`config.mk`:
```
export PLATFORM = sky130hd
export DESIGN_NAME = vga_mode_sequencer_flat
export DESIGN_NICKNAME = d
export VERILOG_FILES = /design/src/rtl/vga_mode_sequencer_if.sv /design/src/rtl/vga_mode_sequencer.sv /design/src/flat_wrapper.sv
export SDC_FILE = /design/constraint.sdc
export NUM_CORES = 1
export LEC_CHECK = 0
export ABC_AREA = 1
export CORE_ASPECT_RATIO = 2
export CORE_MARGIN = 4
export CORE_UTILIZATION = 25
export CTS_BUF_LIST = sky130_fd_sc_hd__clkbuf_4 sky130_fd_sc_hd__clkbuf_8
export CTS_CLUSTER_DIAMETER = 40
export DETAILED_ROUTE_END_ITERATION = 8
export PLACE_DENSITY = 0.5
export RECOVER_POWER = 100
export SYNTH_ARGS = -nofsm -noshare
export SYNTH_HDL_FRONTEND = slang
export SYNTH_SLANG_ARGS = --single-unit
```
`constraint.sdc`:
```
create_clock -name clk -period 2 [get_ports clk]
set_input_delay 0.2 -clock clk [delete_from_list [all_inputs] [get_ports clk]]
set_output_delay 0.2 -clock clk [all_outputs]
set_load 0.01 [all_outputs]
```
`src/rtl/vga_mode_sequencer_if.sv`:
```
// Signal bundle between vga_mode_sequencer and the vga_sync / pattern side.
// master: the sequencer. slave: the environment (vga_sync, pin, pattern logic).
interface vga_mode_sequencer_if #(
  parameter int FRAME_CNT_W = 8
);
  logic                   i_mode_req;
  logic                   i_hmax;
  logic                   i_vmax;
  logic                   i_visible;
  logic                   o_mode;
  logic                   o_mute;
  logic                   o_visible_gated;
  logic                   o_frame_start;
  logic [FRAME_CNT_W-1:0] o_frame_count;
  logic                   o_busy;

  modport master (
    input  i_mode_req, i_hmax, i_vmax, i_visible,
    output o_mode, o_mute, o_visible_gated, o_frame_start, o_frame_count, o_busy
  );

  modport slave (
    output i_mode_req, i_hmax, i_vmax, i_visible,
    input  o_mode, o_mute, o_visible_gated, o_frame_start, o_frame_count, o_busy
  );
endinterface

```
`src/rtl/vga_mode_sequencer.sv`:
```
// Frame-aligned mode switcher for vga_sync: synchronises the mode pin,
// qualifies it over whole frames, commits on the frame-end edge and then
// blanks video for a fixed number of frames so the monitor can re-lock.
module vga_mode_sequencer #(
  parameter int SYNC_STAGES   = 2,
  parameter int STABLE_FRAMES = 2,
  parameter int MUTE_FRAMES   = 3,
  parameter int FRAME_CNT_W   = 8
) (
  input  logic                  clk,
  input  logic                  reset,
  vga_mode_sequencer_if.master  bus
);

  localparam int SC_W = (STABLE_FRAMES < 2) ? 1 : $clog2(STABLE_FRAMES + 1);

  typedef enum logic [1:0] {IDLE, QUALIFY, MUTE} state_t;

  state_t                 state_q, state_d;
  logic [SYNC_STAGES-1:0] sync_pipe;
  logic                   mode_q, mode_d;
  logic                   cand_q, cand_d;
  logic [SC_W-1:0]        stable_q, stable_d;
  logic [7:0]             mute_q, mute_d;
  logic                   frame_start_q;
  logic [FRAME_CNT_W-1:0] frame_cnt_q;

  logic req_s;
  logic frame_end;

  assign req_s     = sync_pipe[SYNC_STAGES-1];
  assign frame_end = bus.i_hmax & bus.i_vmax;

  // Synchroniser chain for the asynchronous request pin; runs in every state.
  always_ff @(posedge clk) begin
    if (reset) sync_pipe <= '0;
    else       sync_pipe <= {sync_pipe[SYNC_STAGES-2:0], bus.i_mode_req};
  end

  // Frame bookkeeping: completed-frame count and a strobe on the first pixel.
  always_ff @(posedge clk) begin
    if (reset) begin
      frame_cnt_q   <= '0;
      frame_start_q <= 1'b0;
    end else begin
      frame_cnt_q   <= frame_cnt_q + FRAME_CNT_W'(frame_end);
      frame_start_q <= frame_end;
    end
  end

  // Next-state logic. The commit coincides with vga_sync wrapping to 0,0,
  // so the new mode always starts on a clean frame.
  always_comb begin
    state_d  = state_q;
    mode_d   = mode_q;
    cand_d   = cand_q;
    stable_d = stable_q;
    mute_d   = mute_q;
    case (state_q)
      IDLE: begin
        if (req_s != mode_q) begin
          state_d  = QUALIFY;
          cand_d   = req_s;
          stable_d = '0;
        end
      end
      QUALIFY: begin
        // A withdrawn request wins over a coincident frame end.
        if (req_s != cand_q) begin
          state_d = IDLE;
        end else if (frame_end) begin
          if (stable_q == SC_W'(STABLE_FRAMES - 1)) begin
            mode_d  = cand_q;
            mute_d  = 8'(MUTE_FRAMES);
            state_d = MUTE;
          end else begin
            stable_d = stable_q + SC_W'(1);
          end
        end
      end
      MUTE: begin
        if (frame_end) begin
          if (mute_q == 8'd1) state_d = IDLE;
          else                mute_d  = mute_q - 8'd1;
        end
      end
      default: state_d = IDLE;
    endcase
  end

  // State register; reset restarts the mute period in mode 0.
  always_ff @(posedge clk) begin
    if (reset) begin
      state_q  <= MUTE;
      mode_q   <= 1'b0;
      cand_q   <= 1'b0;
      stable_q <= '0;
      mute_q   <= 8'(MUTE_FRAMES);
    end else begin
      state_q  <= state_d;
      mode_q   <= mode_d;
      cand_q   <= cand_d;
      stable_q <= stable_d;
      mute_q   <= mute_d;
    end
  end

  assign bus.o_mode          = mode_q;
  assign bus.o_mute          = (state_q == MUTE);
  assign bus.o_busy          = (state_q != IDLE);
  assign bus.o_visible_gated = bus.i_visible & ~bus.o_mute;
  assign bus.o_frame_start   = frame_start_q;
  assign bus.o_frame_count   = frame_cnt_q;

endmodule

```
`src/flat_wrapper.sv`:
```
// flat-port wrapper written by rule: the top's interface ports become plain ports
module vga_mode_sequencer_flat 
#(
  parameter int SYNC_STAGES   = 2,
  parameter int STABLE_FRAMES = 2,
  parameter int MUTE_FRAMES   = 3,
  parameter int FRAME_CNT_W   = 8
)
  (clk, reset, bus_i_mode_req, bus_i_hmax, bus_i_vmax, bus_i_visible, bus_o_mode, bus_o_mute, bus_o_visible_gated, bus_o_frame_start, bus_o_frame_count, bus_o_busy);
  vga_mode_sequencer_if #(.FRAME_CNT_W(FRAME_CNT_W)) bus_i ();
  input  logic clk;
  input  logic reset;
  input wire logic [$bits(bus_i.i_mode_req)-1:0] bus_i_mode_req;
  input wire logic [$bits(bus_i.i_hmax)-1:0] bus_i_hmax;
  input wire logic [$bits(bus_i.i_vmax)-1:0] bus_i_vmax;
  input wire logic [$bits(bus_i.i_visible)-1:0] bus_i_visible;
  output wire logic [$bits(bus_i.o_mode)-1:0] bus_o_mode;
  output wire logic [$bits(bus_i.o_mute)-1:0] bus_o_mute;
  output wire logic [$bits(bus_i.o_visible_gated)-1:0] bus_o_visible_gated;
  output wire logic [$bits(bus_i.o_frame_start)-1:0] bus_o_frame_start;
  output wire logic [$bits(bus_i.o_frame_count)-1:0] bus_o_frame_count;
  output wire logic [$bits(bus_i.o_busy)-1:0] bus_o_busy;
  assign bus_i.i_mode_req = bus_i_mode_req;
  assign bus_i.i_hmax = bus_i_hmax;
  assign bus_i.i_vmax = bus_i_vmax;
  assign bus_i.i_visible = bus_i_visible;
  assign bus_o_mode = bus_i.o_mode;
  assign bus_o_mute = bus_i.o_mute;
  assign bus_o_visible_gated = bus_i.o_visible_gated;
  assign bus_o_frame_start = bus_i.o_frame_start;
  assign bus_o_frame_count = bus_i.o_frame_count;
  assign bus_o_busy = bus_i.o_busy;
  vga_mode_sequencer #(.SYNC_STAGES(SYNC_STAGES), .STABLE_FRAMES(STABLE_FRAMES), .MUTE_FRAMES(MUTE_FRAMES), .FRAME_CNT_W(FRAME_CNT_W)) u_core (.clk(clk), .reset(reset), .bus(bus_i));
endmodule
```
### Yosys cells after proc, flatten, opt, wreduce, memory -nomap -nowiden

Cells that the tools add are included.

* bits in registers: 25
* input bits: 6
* logic and storage cells: 58
* output and inout port bits: 13

* equal/unequal tests: 16
* muxes and demuxes: 18
* add/sub/neg operators: 3
* reductions and logical operators: 9
* bitwise logic cells: 4

Operator list (count)
* 8-bit two-way mux: 5
* 2-bit two-way mux: 10
* 8-bit one-hot mux with 2 select lines: 1
* 2-bit != test, second input constant: 5
* 5-bit AND reduction: 2
* 8-bit by 1-bit adder with 8-bit output: 1
* 8-bit by 1-bit == test with 1-bit output, second input constant: 1
* 8-bit by 1-bit subtractor with 8-bit output, second input constant: 1
* 2-bit by 1-bit != test with 1-bit output, second input constant: 3
* 3-bit by 1-bit != test with 1-bit output, second input constant: 2
* 2-bit one-hot mux with 3 select lines: 1
* 6-bit AND reduction: 1
* 2-bit nonzero test: 3
* 2-bit by 1-bit == test with 1-bit output, second input constant: 2
* 2-bit one-hot mux with 2 select lines: 1
* 4-bit AND reduction: 1
* 2-bit by 1-bit adder with 2-bit output, second input constant: 1
* 1-bit bitwise AND: 2
* 2-bit == test, second input constant: 1
* 2-bit zero test: 1
* 1-bit != test: 2
* 1-bit NOT: 2
* 2-bit AND reduction: 1

### Logic depth before layout (Yosys ltp)

Gate-level depths: netlist of the first run.

* word-level depth: 5
* gate-level depth with buffers: 9
* depth with buffers taken out: 9

### Least setup slack after synthesis of the first run

Ideal clock, no wire load.

* path type: register -> register
* start point: register u_core.state_q[1]
* end point: register u_core.mute_q[4]
* required time: 1885 ps
* period minus slack after synthesis: 1265 ps
* data arrival time: 1150 ps
* stages on the path, launching flop included: 9
* library setup time: 115 ps
* path buffers: 1
* slack: 735 ps
* cell sequence: dfxtp_1 > inv_2 > nor2_4 > inv_2 > nor2_2 > nor2_1 > buf_6 > a21oi_1 > nor2_1

* word-level cells in the longest chain between the ends: 3
* elaborated cells on any way between the ends: 10
* classes of those cells: 7 x eq/ne; 1 x mux; 2 x reduce/logical

RTL lines
* start: declaration: RTL line vga_mode_sequencer.sv:19 `state_t state_q, state_d;`
* start signal: assignment: RTL line vga_mode_sequencer.sv:100 `state_q <= state_d;`
* 2-bit == test (*)
* named net bus_o_mute: RTL line flat_wrapper.sv:18 `output wire logic [$bits(bus_i.o_mute)-1:0] bus_o_mute;`
* 2-bit != test (no source line) / 2-bit nonzero test (equally long branches)
* 6-bit AND reduction (no source line)
* end signal: assignment: RTL line vga_mode_sequencer.sv:98 `mute_q <= 8'(MUTE_FRAMES);`
* end signal: assignment: RTL line vga_mode_sequencer.sv:104 `mute_q <= mute_d;`
* end: declaration: RTL line vga_mode_sequencer.sv:24 `logic [7:0] mute_q, mute_d;`

The timed path passes the listed nets; every way through them passes the cells marked *.
A chain may end at the register's enable or synchronous reset.

### Worst setup path after layout of the first run

* start point: register u_core.state_q[1]
* end point: output port bus_o_mute

* word-level cells in the longest chain between the ends: 1

RTL lines
* 2-bit == test: RTL line vga_mode_sequencer.sv:109 `assign bus.o_mute = (state_q == MUTE);`
* end: declaration: RTL line flat_wrapper.sv:18

No other way between the ends.

==> impl_metrics.toml, run 1 <==
[power_and_ir_drop]
power-per-cell-area_nw_per_um2 = 659.5
worst_ir_drop_vdd_v = 0.0004465
leakagePower_uw = 0.0007459

[placement]
pre_cts_ws_ns = 0.1983
place_congestion = 0.7302
postPlaceCellArea_um2 = 1560
placed_cells = 269
io_buffers = 18
hpwl_um = 2405

[synthesis]
ys_ff_latch = 25
syn-cell-area_um2 = 1299
synth_top_cell_area_share = 0.3854
syn-num-nets = 204
ys_warn_count = 0
ys_top_cells_by_area = "dfxtp_1 39%, nand2_1 12%, nor2_1 8.7%, nand3_1 8.1%, inv_1 7.2%"
yosysUniqueCellTypes = 26
syn_inst = 193
yosysTopAreaCell = "dfxtp_1"
synth.yosys.seq_area_share = 0.3854
avgSynthCellArea_um2 = 6.729

[cts]
cts_sinks = 25
h-tree-depth = 1
numCtsBuffers = 3
cts_root_buffer = "clkbuf_8"
holdBufCountCts = 0
clk_latency_ns = 0.27
post_cts_resized = 0
cts_tree = "built"
cts_buffer_depth = 2
clk_pin_slew_ns = 0.09
cts_setup_buffers = 0

[timing]
setup_viol = 0
rsz0062_at_grt = "no"
fin_crit_ns = 1.824
fin_crit_sh = 0.9119
fin_tns_setup_ns = 0
max_slew_margin = 0.6178
timing.fmax_ghz = 0.5483
setup_slack_ns = 0.1762
clock-skew-final_ns = 0.003291
tightest_slew_ns = 0.5734
holdWs_ns = 0.4133
finalMaxSlewViolations = 0
hold_viol_final = 0

[floorplan]
die_width_um = 58.97
ioPinCount = 19
fp.dieH_um = 109.9
die-area_um2 = 6482
coreArea_um2 = 4955
start_util = 0.2621
rows = 36

[grt]
grt_util_met3 = 0.01528
busiest_layer = "met2"
antenna_found_initial = 0
overflow = 0
grtUsageMet2 = 0.2025
grt_pass1_vias = 1188
grtUsageMet1 = 0.1023
grt_pass1_wl_um = 5154
grt.total_usage = 0.1035
grt_max_degree = 15

[route]
wl_per_cell_um = 11.22
drc_errors = 0
drtIter0Drc = 21
dr_total_vias = 1265
firstDrtPassIters = 4
via_per_inst = 4.634
ant_nets = 0
finalWirelength_um = 3063

[final_layout]
antenna_cells = 0
drive_gt1_frac = 0.05093
nNetsFinal = 228
instances_no_fill = 273
mostFrequentLayoutCell = "nand2_1"
syn_to_final_growth_pct = 22.83
most-common-layout-cells = "42 x nand2_1, 30 x nor2_1, 27 x inv_1"
stdcell_area_um2 = 1595

[critical_path]
crit_slowest_cell = "clkdlybuf4s50_1"
worstPathRequired_ns = 1.80
crit_chain = "inv_1 -> nor2_4 -> clkdlybuf4s50_1"
end_kind = "output port"
start_kind = "register"
crit_family = "buffers and inverters"
cp_data_arrival_time_ns = 1.62
critPathKind = "reg2out"
slowest_delay_ns = 0.60
cp_num_buf_inv = 2
critPathMaxFanout = 10

[run]
cap_violations = 0

[run_status]
status = "completed"

[min_path]
min_path_type = "reg2reg"
-- area by class of cell --
cell class | count | area (um2)
flip-flops and latches | 25 | 500.5
fillers | 567 | 3359
multi-input cells | 137 | 669.4
clock inverters | 1 | 5.005
clock buffers | 3 | 41.29
repair buffers | 23 | 206.4
inverters | 27 | 101.3
well taps | 57 | 71.32
-- state kept, by name, indices dropped and copies added, names as in the netlist --
name	cells
u_core.bus.o_frame_count	8
u_core.mute_q	8
u_core.stable_q	2
u_core.state_q	2
u_core.sync_pipe	2
u_core.bus.o_frame_start	1
u_core.bus.o_mode	1
u_core.cand_q	1
-- Yosys cell counts --
cell and instances:
nand2_1 42, nor2_1 30, dfxtp_1 25, inv_1 25, nand3_1 21, a21oi_1 13, o21ai_0 7, ha_1 5
nor3_1 4, nand4_1 3, inv_2 2, nor2_2 2, a21o_1 1, a31oi_1 1, and3_1 1, buf_2 1
buf_4 1, buf_6 1, clkbuf_1 1, nand3_2 1, nand3b_1 1, nor2_4 1, nor4_1 1, o21a_1 1
o21ai_2 1, xnor2_1 1
-- tightest hold or removal path: stages (launching register included) --
cell and delay (ns):
dfxtp_1 0.31, inv_1 0.04, nor2_1 0.03
-- cells by family after synthesis --
| kind of cell | Yosys count | share of synthesized area |
|---|---|---|
| buffers and inverters | 31 | 0.09923 |
| adder cells (fa/ha/maj) | 5 | 0.04817 |
| AO/OA/AOI/OAI | 24 | 0.1002 |
| AND/OR/NAND/NOR | 107 | 0.3603 |
| flip-flops | 25 | 0.3854 |
| XOR/XNOR | 1 | 0.006745 |
-- stage by stage --
step | total power [uW] | utilization
CTS | 1084 | 0.3242
floorplan | 706.4 | -
detailed placement | 774.2 | 0.3149
global route | 1125 | 0.3220
global placement | 773.1 | 0.3149
finish | 1052 | 0.3220
-- final timing paths --
path	from	endpoint	slack, ns	cells after the start
max reg2reg	u_core.state_q[1]$_SDFFE_PP1P_	u_core.mute_q[0]$_SDFFE_PP1P_	0.36	8
min reg2reg	u_core.sync_pipe[0]$_SDFF_PP0_	u_core.sync_pipe[1]$_SDFF_PP0_	0.41	2
min	u_core.sync_pipe[0]$_SDFF_PP0_	u_core.sync_pipe[1]$_SDFF_PP0_	0.41	2
max	u_core.state_q[1]$_SDFFE_PP1P_	bus_o_mute	0.18	3
-- power by group --
part           total, uW  leakage (uW)  switching, uW  internal [uW]
Clock                300     0.0000255            161            139
Combinational        204      0.000517            122           82.1
Sequential           548      0.000203           24.4            523
Total               1050      0.000746            308            745
-- metal layers --
layer	vias up	wire length [um]
met4	0	31
met3	2	63
met2	16	1761
met1	585	1207
met5	-	0
li1	662	-
No activity file was read; power rests on OpenSTA's default activity.
==> run 2, diff against run 1 <==
--- a/config.mk
+++ b/config.mk
@@ -12,7 +12,7 @@
 export CTS_BUF_LIST = sky130_fd_sc_hd__clkbuf_4 sky130_fd_sc_hd__clkbuf_8
 export CTS_CLUSTER_DIAMETER = 40
 export DETAILED_ROUTE_END_ITERATION = 8
-export PLACE_DENSITY = 0.5
+export PLACE_DENSITY = 0.46
 export RECOVER_POWER = 100
 export SYNTH_ARGS = -nofsm -noshare
 export SYNTH_HDL_FRONTEND = slang
==> impl_metrics.toml, run 2 (synthesis results as in run 1) <==
[run_status]
status = "completed"

[critical_path]
worstPathRequired_ns = 1.80
start_kind = "register"
cp_data_arrival_time_ns = 1.64
end_kind = "output port"
critPathMaxFanout = 10
critPathKind = "reg2out"

[power_and_ir_drop]
p_int_uw = 759.7
share_comb_of_total_power = 0.193
total_power_uw = 1060
p_sw_uw = 300.3
sequentialPowerShare = 0.515
power-per-cell-area_nw_per_um2 = 668.1
leakagePower_uw = 0.0007353
worst_ir_drop_vdd_v = 0.0004314
swShare = 0.2833
power.share.clock = 0.292

[floorplan]
fp.dieH_um = 109.9
rows = 36
ioPinCount = 19
coreArea_um2 = 4955
die_width_um = 58.97
die-area_um2 = 6482
start_util = 0.2621

[timing]
setup_viol = 0
clock-skew-final_ns = 0.003840
tightest_slew_ns = 0.5119
fin_tns_setup_ns = 0
finalMaxSlewViolations = 0
hold_viol_final = 0
fin_crit_sh = 0.9211
fin_crit_ns = 1.842
timing.fmax_ghz = 0.5428
max_slew_margin = 0.6588
rsz0062_at_grt = "no"

[route]
wl_per_cell_um = 11.40
via_per_inst = 4.522
dr_total_vias = 1230
finalWirelength_um = 3100
firstDrtPassIters = 4
drtIter0Drc = 23
ant_nets = 0
drc_errors = 0

[final_layout]
stdcell_area_um2 = 1587
most-common-layout-cells = "42 x nand2_1, 30 x nor2_1, 25 x inv_1, 25 x dfxtp_1, 22 x nand3_1"
nFillCells = 570
syn_to_final_growth_pct = 22.16
instances_no_fill = 272
antenna_cells = 0
drive_gt1_frac = 0.05581
mostFrequentLayoutCell = "nand2_1"
multi_input_area_um2 = 664.4
nNetsFinal = 227
regArea_um2 = 500.5

[placement]
io_buffers = 18
place_congestion = 0.7463
postPlaceCellArea_um2 = 1553
hpwl_um = 2449
placed_cells = 268

[cts]
clk_latency_ns = 0.26
cts_tree = "built"
cts_sinks = 25
numCtsBuffers = 3
clk_pin_slew_ns = 0.08
h-tree-depth = 1
cts_setup_buffers = 0
post_cts_resized = 0
holdBufCountCts = 0
cts_root_buffer = "clkbuf_8"
cts_buffer_depth = 2

[grt]
busiest_layer = "met2"
grtUsageMet1 = 0.1098
grt_pass1_vias = 1279
antenna_found_initial = 0
grt.total_usage = 0.1123
grtUsageMet2 = 0.2160
grt_util_met3 = 0.01998
grt_max_degree = 14
overflow = 0
grt_pass1_wl_um = 5533

[run]
cap_violations = 0

[min_path]
min_path_type = "reg2reg"
## run 2: layer usage
layer / share of wire / routed length, um
met5: 0 / 0
met4: 0.016 / 50
met1: 0.39 / 1214
met3: 0.032 / 100
met2: 0.56 / 1734
## run 2: per-stage QoR
step	utilization	hold slack (ns)	worst slack [ns]
final	0.3202	0.4143	0.1579
after CTS	0.3232	0.4166	0.1720
after floorplan	-	0.2791	0.7348
after global routing	0.3202	0.4367	0.07003
after detailed placement	0.3134	0.4012	0.1557
after global placement	0.3134	0.3910	0.1691
## run 2: final timing paths
| check | from | endpoint | slack, ns | cells after the start |
|---|---|---|---|---|
| worst max-delay path | u_core.state_q[1]$_SDFFE_PP1P_ | bus_o_mute | 0.16 | 3 |
| worst min-delay path | u_core.sync_pipe[0]$_SDFF_PP0_ | u_core.sync_pipe[1]$_SDFF_PP0_ | 0.41 | 2 |
| worst max register to register | u_core.state_q[1]$_SDFFE_PP1P_ | u_core.mute_q[4]$_SDFFE_PP0P_ | 0.48 | 8 |
| worst min register to register | u_core.sync_pipe[0]$_SDFF_PP0_ | u_core.sync_pipe[1]$_SDFF_PP0_ | 0.41 | 2 |
## run 2: power groups by stage
stage          logic [uW]  clock network (uW)  registers [uW]
2_1_floorplan         153                   0             553
3_3_place_gp          215                   0             559
3_5_place_dp          216                   0             559
4_1_cts               216                 333             547
5_1_grt               238                 351             551
6_report              204                 310             546
## run 2: critical path: stages, from the launching register on
cell,delay [ns]
dfxtp_1,0.42
inv_2,0.07
nor2_4,0.24
dlygate4sd3_1,0.65
## run 2: area by class of cell
class / instances / share of cell area
multi-input combinational: 137 / 0.4188
sequential: 25 / 0.3155
timing repair buffer: 22 / 0.1262
inverter: 27 / 0.06388
tap: 57 / 0.04495
clock buffer: 4 / 0.03076
